## config.mk

```make
export PLATFORM = sky130hd
export DESIGN_NAME = hapara_lmb_dma_bcast
export DESIGN_NICKNAME = d
export VERILOG_FILES = /design/src/rtl/hapara_lmb_dma_bcast.sv
export SDC_FILE = /design/constraint.sdc
export NUM_CORES = 1
export LEC_CHECK = 0
export BUFFER_PORTS_ARGS = -buffer_cell sky130_fd_sc_hd__buf_2
export CORE_AREA = 2 2 684 686
export DETAILED_ROUTE_END_ITERATION = 8
export DIE_AREA = 0 0 686 688
export PLACE_DENSITY = 0.3
export SLEW_MARGIN = 25
export SYNTH_ARGS = -nofsm -noshare
export SYNTH_HDL_FRONTEND = slang
export SYNTH_SLANG_ARGS = --single-unit
```

## constraint.sdc

```tcl
create_clock -name clk_ctrl -period 22.5 [get_ports clk_ctrl]
set_input_delay 1.125 -clock clk_ctrl [delete_from_list [all_inputs] [get_ports clk_ctrl]]
set_output_delay 1.125 -clock clk_ctrl [all_outputs]
set_load 0.01 [all_outputs]
```

## src/rtl/hapara_lmb_dma_bcast.sv

```systemverilog
// Buffered DMA-to-LMB broadcast.
// Full-word DMA writes are queued. Each queued word is written into every
// slave BRAM on a cycle when that slave's port is idle. A per-channel
// starvation counter forces the write through when a slave stays busy.
module hapara_lmb_dma_bcast #(
    parameter int DATA_WIDTH   = 32,
    parameter int NUM_SLAVE    = 8,
    parameter int FIFO_DEPTH   = 16,
    parameter int STARVE_LIMIT = 15
) (
    input  logic                              clk_ctrl,
    input  logic                              rst_ctrl,
    // DMA controller port
    input  logic [DATA_WIDTH-1:0]             addr_ctrl,
    input  logic [DATA_WIDTH-1:0]             data_in_ctrl,
    output logic [DATA_WIDTH-1:0]             data_out_ctrl,
    input  logic [DATA_WIDTH/8-1:0]           we_ctrl,
    input  logic                              en_ctrl,
    // status
    output logic                              fifo_full,
    output logic                              idle,
    output logic [$clog2(FIFO_DEPTH):0]       pending,
    output logic                              overflow,
    // slave LMB ports
    input  logic [NUM_SLAVE*DATA_WIDTH-1:0]   addr_s,
    input  logic [NUM_SLAVE*DATA_WIDTH-1:0]   data_in_s,
    output logic [NUM_SLAVE*DATA_WIDTH-1:0]   data_out_s,
    input  logic [NUM_SLAVE*DATA_WIDTH/8-1:0] we_s,
    input  logic [NUM_SLAVE-1:0]              en_s,
    output logic [NUM_SLAVE-1:0]              stall_s,
    // BRAM ports
    output logic [NUM_SLAVE*DATA_WIDTH-1:0]   addr_b,
    output logic [NUM_SLAVE*DATA_WIDTH-1:0]   data_in_b,
    input  logic [NUM_SLAVE*DATA_WIDTH-1:0]   data_out_b,
    output logic [NUM_SLAVE*DATA_WIDTH/8-1:0] we_b,
    output logic [NUM_SLAVE-1:0]              en_b,
    output logic [NUM_SLAVE-1:0]              clk_b,
    output logic [NUM_SLAVE-1:0]              rst_b
);

    localparam int BW = DATA_WIDTH / 8;
    localparam int PW = $clog2(FIFO_DEPTH);
    localparam int CW = PW + 1;
    localparam logic [7:0] STARVE_MAX = 8'(STARVE_LIMIT);

    // Queue storage. The head is read asynchronously so a word pushed in
    // cycle N can already be broadcast in cycle N+1.
    logic [DATA_WIDTH-1:0] addr_mem [FIFO_DEPTH];
    logic [DATA_WIDTH-1:0] data_mem [FIFO_DEPTH];

    logic [PW-1:0]         wr_ptr_reg;
    logic [PW-1:0]         rd_ptr_reg;
    logic [CW-1:0]         count_reg;
    logic                  overflow_reg;

    logic                  push;
    logic                  full;
    logic                  accept;
    logic                  pop;
    logic                  head_valid;
    logic [DATA_WIDTH-1:0] head_addr;
    logic [DATA_WIDTH-1:0] head_data;
    logic [NUM_SLAVE-1:0]  inj;
    logic [NUM_SLAVE-1:0]  done_vec;

    // Only full-word writes are broadcast; partial writes and reads are ignored.
    assign push       = en_ctrl & (&we_ctrl) & ~rst_ctrl;
    assign full       = (count_reg == CW'(FIFO_DEPTH));
    // Injection is suppressed while reset is asserted so BRAMs see pure slave traffic.
    assign head_valid = (count_reg != '0) & ~rst_ctrl;
    assign head_addr  = addr_mem[rd_ptr_reg];
    assign head_data  = data_mem[rd_ptr_reg];

    // The head retires once every channel has it, either from an earlier
    // cycle or by injecting it now.
    assign pop        = head_valid & (&(done_vec | inj));
    // When full, a write still fits if the head leaves in the same cycle.
    assign accept     = push & (~full | pop);

    assign data_out_ctrl = '0;
    assign fifo_full     = full;
    assign idle          = (count_reg == '0);
    assign pending       = count_reg;
    assign overflow      = overflow_reg;

    // Queue memory write port; no reset needed on storage.
    always_ff @(posedge clk_ctrl) begin
        if (accept) begin
            addr_mem[wr_ptr_reg] <= addr_ctrl;
            data_mem[wr_ptr_reg] <= data_in_ctrl;
        end
    end

    // Queue pointers, occupancy count and sticky overflow flag.
    always_ff @(posedge clk_ctrl) begin
        if (rst_ctrl) begin
            wr_ptr_reg   <= '0;
            rd_ptr_reg   <= '0;
            count_reg    <= '0;
            overflow_reg <= 1'b0;
        end else begin
            if (accept) begin
                wr_ptr_reg <= wr_ptr_reg + PW'(1);
            end
            if (pop) begin
                rd_ptr_reg <= rd_ptr_reg + PW'(1);
            end
            if (accept && !pop) begin
                count_reg <= count_reg + CW'(1);
            end else if (pop && !accept) begin
                count_reg <= count_reg - CW'(1);
            end
            if (push && !accept) begin
                overflow_reg <= 1'b1;
            end
        end
    end

    genvar gi;
    generate
        for (gi = 0; gi < NUM_SLAVE; gi++) begin : g_ch
            logic       done_reg;
            logic [7:0] starve_reg;
            logic       starve_hit;
            logic       waiting;

            assign starve_hit   = (starve_reg == STARVE_MAX);
            // Channel still owes the head a write.
            assign waiting      = head_valid & ~done_reg;
            // Write opportunistically on an idle slave cycle, or force it
            // once the slave has kept the port busy long enough.
            assign inj[gi]      = waiting & (~en_s[gi] | starve_hit);
            assign stall_s[gi]  = inj[gi] & en_s[gi];
            assign done_vec[gi] = done_reg;

            assign addr_b[gi*DATA_WIDTH +: DATA_WIDTH] =
                inj[gi] ? head_addr : addr_s[gi*DATA_WIDTH +: DATA_WIDTH];
            assign data_in_b[gi*DATA_WIDTH +: DATA_WIDTH] =
                inj[gi] ? head_data : data_in_s[gi*DATA_WIDTH +: DATA_WIDTH];
            assign we_b[gi*BW +: BW] = inj[gi] ? {BW{1'b1}} : we_s[gi*BW +: BW];
            assign en_b[gi]          = inj[gi] | en_s[gi];
            assign data_out_s[gi*DATA_WIDTH +: DATA_WIDTH] =
                data_out_b[gi*DATA_WIDTH +: DATA_WIDTH];
            assign clk_b[gi] = clk_ctrl;
            assign rst_b[gi] = rst_ctrl;

            // Per-channel head bookkeeping: done flag and starvation counter.
            always_ff @(posedge clk_ctrl) begin
                if (rst_ctrl) begin
                    done_reg   <= 1'b0;
                    starve_reg <= '0;
                end else if (pop) begin
                    done_reg   <= 1'b0;
                    starve_reg <= '0;
                end else if (inj[gi]) begin
                    done_reg   <= 1'b1;
                    starve_reg <= '0;
                end else if (waiting && en_s[gi] && !starve_hit) begin
                    starve_reg <= starve_reg + 8'd1;
                end
            end
        end
    endgenerate

endmodule
```

# After elaboration in Yosys (flattened, before gate mapping)
# Memory sizes are Yosys's and may differ from the RTL's. A register that Yosys moved wholly into a read port is not among the register bits.
# Cells that the tools add are included.
dict set report classes {
  add_sub_neg 12
  eq_ne 9
  muxes 32
  n_bitwise 65
  reduce_logical 43
}
# cell n
set op_table {}
lappend op_table {{2-to-1 mux 32 bit} 16}
lappend op_table {{adder 8 x 1 -> 8 bit (second input constant)} 8}
lappend op_table {{equality test 8 x 4 -> 1 bit (second input constant)} 8}
lappend op_table {{2-to-1 mux 4 bit} 12}
lappend op_table {{bitwise AND 1 bit} 29}
lappend op_table {{OR reduction 3 bit} 8}
lappend op_table {{logical AND 1 bit} 19}
lappend op_table {{inverter 1 bit} 18}
lappend op_table {{OR 1 bit} 17}
lappend op_table {{logical NOT 1 bit} 10}
lappend op_table {{2-to-1 mux 5 bit} 2}
lappend op_table {{adder 4 x 1 -> 4 bit (second input constant)} 2}
lappend op_table {{OR 8 bit} 1}
lappend op_table {{AND reduction 8 bit} 1}
lappend op_table {{adder 5 x 1 -> 5 bit (second input constant)} 1}
lappend op_table {{equality test 5 bit (second input constant)} 1}
lappend op_table {{logical NOT 5 bit} 1}
lappend op_table {{nonzero test 5 bit} 1}
lappend op_table {{subtractor 5 x 1 -> 5 bit (second input constant)} 1}
lappend op_table {{AND reduction 4 bit} 1}
lappend op_table {{2-to-1 mux 1 bit} 2}
lappend op_table {{nonzero test 2 bit} 1}
lappend op_table {{OR reduction 2 bit} 1}
dict set report totals {
  reg_bits 86
  ramBits 1024
  input_bits 879
  output_inout_bits 872
  elab_cells 183
  memories 2
}
# name words width rd rd_clocked_by_memory_dff wr line
set memory_table {}
lappend memory_table {addr_mem 16 32 1 1 1 48} ;# logic [DATA_WIDTH-1:0] addr_mem [FIFO_DEPTH];
lappend memory_table {data_mem 16 32 1 1 1 49} ;# logic [DATA_WIDTH-1:0] data_mem [FIFO_DEPTH];

# Logic depth before layout (Yosys ltp)
dict set report depth {
  ltp_word 13
  ltp_mapped 19
  depth_no_buf 16
}

==> results.txt <==
----------------------------------------------------
[Hold path]
  Startpoint of the lowest-slack hold path ... g_ch[3].starve_reg[1]
  Depth of the worst hold-timing path ... 2
  Class of the tightest hold or removal check ... reg2reg

[Logic synthesis]
  Async SR Flop Fraction ... 0
  Number of flops mapped to enable cells by yosys ... 1024
  Syn Std Cell Area ... 0.05156 mm²
  Synth area leaders ... edfxtp_1 60%, mux4_2 14%, nand2_1 7.3%
  Leading register cell type out of synthesis ... edfxtp_1
  Post-synthesis area per instance ... 14.45 µm²
  Leading area contributor after synthesis ... edfxtp_1
  Count leader, synth ... edfxtp_1
  Cell types with the highest counts after synthesis ... 1024 x edfxtp_1, 1007 x nand2_1, 320 x mux4_2, 305 x buf_4, 192 x mux2_2
  Total of flip-flops plus latches after synthesis ... 1114
  Sequential cell area fraction in the yosys report ... 0.6313
  Number of distinct library cell variants in the gate-level netlist after synthesis ... 63
  Post-Syn Instances ... 3569
  Top-area cell type share of the netlist area ... 0.5964
  Synthesis Warnings ... 0

[Timing]
  Final sum of negative setup slack ... 0 ns
  RSZ-0062 raised after global routing ... false
  Clock Skew ... 0.04470 ns
  Final Hold Violating Endpoints ... 0
  Post-layout worst setup margin ... 9.724 ns
  Final setup vio count ... 0
  Worst rel slew slack ... 0.3494
  Final number of max-transition violations ... 0
  Pin slew with the least headroom to its limit ... 0.9759 ns

[Floorplanning]
  Overall die height ... 688 µm
  Number of placement rows ... 251
  Total core area ... 0.4651 mm²
  Top Ports ... 1751
  Die ar. ... 0.4720 mm²
  Chip width ... 686 µm
  Effective utilization at floorplan ... 0.1109

[Clock tree]
  Clock transition at the register clock pins on the worst setup and hold paths after CTS ... 0.05 ns
  Clk_lat worst skew ... 0.94 ns
  CTS tree ... done
  Post-CTS setup buffer count ... 0
  Number of hold buffers added after cts ... 0
  Post-cts resize count ... 0

[Final layout]
  Net count of the finished layout ... 5436
  Total area of sequential cells ... 0.03257 mm²
  Share of cells above drive strength 1 ... 0.4389
  Relative area change from synthesis to final layout ... 31.13%
  Fill cell total of the finished layout ... 51940
  Total area of multi-input combinational cells ... 0.01615 mm²
  Non-filler instance count after layout ... 10880

[Placement]
  Routability cong. ... 0.9275
  DP HPWL ... 284600 µm
  Post-placement worst setup slack ... 10.01 ns
  Count of buffers from port buffering ... 1206
  Cell Count Post-Placement ... 10590

[Worst setup path]
  CP startpoint ... clk_ctrl
  Slowest Stage Delay on Critical Path ... 0.13 ns
  CP arrival ... 11.65 ns
  Cell repeated most along the worst path ... clkbuf_16
  Worst reg2reg path endpoint ... data_mem[7][29]
  Worst EP required ... 21.38 ns
  Slowest cell on crit path ... clkbuf_16
  Startpoint of the lowest-slack register-to-register path ... g_ch[0].starve_reg[0]
  Cell depth of the worst flop-to-flop path ... 10
  Worst Path Class, Setup ... clk2out
  Critical Path Source Type ... clock port
  Max Fanout on Critical Path ... 4
  Cell-by-cell trace of the critical path ... clkbuf_16 -> clkbuf_16 -> buf_2
  Setup slack of the most critical reg-to-reg path ... 17.29 ns
  End of the critical path ... clk_b[5]
  Crit path capture type ... primary output

[Run status]
  Status ... completed

[Route]
  DRC violation count after routing ... 0
  TritonRoute pass-1 iters ... 7
  Ratio of routed vias to standard cells ... 3.299
  Per-cell routed wire length ... 33.88 µm
  Total length of routed wires ... 368600 µm
  Initial drt markers ... 2824
  Total number of vias ... 35890
  DRT antenna net count ... 0

[Global route]
  Antenna violations before repair ... 179
  Total global routing track utilization ... 0.1502
  Grt total ovfl ... 0
  Wire length of the first global-routing pass ... 450900 µm
  Pin count of the biggest net entering global routing ... 116
  Vias in the first global route ... 36060

[Power]
  Total power ... 4838 µW
  IR Drop Worst-Case VDD ... 51.28 µV
  Pwr/cell area ... 71.55 mW/mm²
  Leakage power of the design ... 0.02350 µW

[Run]
  Max-capacitance violation count ... 0

----------------------------------------------------
kinds of logic (layout without fill, tap and decap cells):
group	after synthesis	after routing	share of synthesized area
simple gates	1282	1282	0.1027
flops	1114	1114	0.6313
mux	517	517	0.1827
buf+inv	506	1552	0.06115
compound gates	99	99	0.01216
xor+xnor	32	32	0.005436
fa+ha+maj	18	18	0.004513
other cells	1	67	0.00007273
power by group:
part | switching, µW | internal [µW]
Clock | 947 | 1260
Combinational | 255 | 119
Sequential | 1.32 | 2260
Total | 1200 | 3630
worst min path at each step:
| stage | endpoint | slack, ns |
|---|---|---|
| 2_1_floorplan | g_ch[3].starve_reg[1] | 0.45 |
| 3_3_place_gp | g_ch[3].starve_reg[1] | 0.46 |
| 3_5_place_dp | g_ch[3].starve_reg[1] | 0.47 |
| 4_1_cts | g_ch[4].starve_reg[2] | 0.44 |
| 5_1_grt | g_ch[6].starve_reg[2] | 0.48 |
| 6_report | g_ch[3].starve_reg[1] | 0.48 |
routing by layer:
layer,part of all wire,vias up,global-route usage
met5,0.00093,-,0
met4,0.043,50,0.05690
met3,0.079,514,0.04706
met2,0.50,1862,0.2654
met1,0.37,18600,0.1680
li1,-,14860,-
cell type report:
| class | count | area share |
|---|---|---|
| tap | 6198 | 0.1147 |
| timing repair buffer | 1269 | 0.09752 |
| clock buffer | 199 | 0.05881 |
| multi-input combinational | 1980 | 0.2389 |
| sequential | 1114 | 0.4816 |
| clock inverter | 66 | 0.006125 |
| inverter | 18 | 0.0009993 |
| antenna | 35 | 0.001295 |
cells in the final DEF, fill, tap and decap left out, types with 6 or more instances in the layout:
cell       Yosys  layout
nand4_1       11      11
and4b_4        0       8
and3_1        19      12
nor2b_1        6       6
clkinv_1       1      31
a21o_1         6       6
nand3_1       28      28
nand2b_1      31      31
mux4_2       320     320
clkbuf_1      70      37
nor3_1        40      40
mux2_2       192     192
clkinv_2       0      17
ha_1          17      17
xor2_1        18      18
o21ai_0       21      21
xnor2_1       14      14
or2_2         10      10
buf_2         66    1206
inv_6          0       6
diode_2        0      35
a21oi_1       43      42
dfxtp_1       90      86
nor2_1        76      72
nand2_4        0       7
conb_1         1      32
clkbuf_16      0     149
and3_4         0       7
inv_1         17      17
or3_1         10      10
edfxtp_1    1024    1024
buf_4        305      65
nand2_1     1007    1001
nor4_1         8       7
per-stage QoR:
| stage | instance area, µm² | hold WS, ns | util |
|---|---|---|---|
| CTS | 67530 | 0.4357 | 0.1452 |
| floorplan | 51680 | 0.4492 | - |
| global route | 67540 | 0.4802 | 0.1452 |
| global placement | 63130 | 0.4591 | 0.1357 |
| finish | 67610 | 0.4761 | 0.1454 |
| detailed placement | 63180 | 0.4718 | 0.1358 |
critical path: cells and delay by family:
kind / cells / cell delay (ns)
buf+inv: 3 / 0.39
Note: power is estimated with default switching activity, not from simulation.
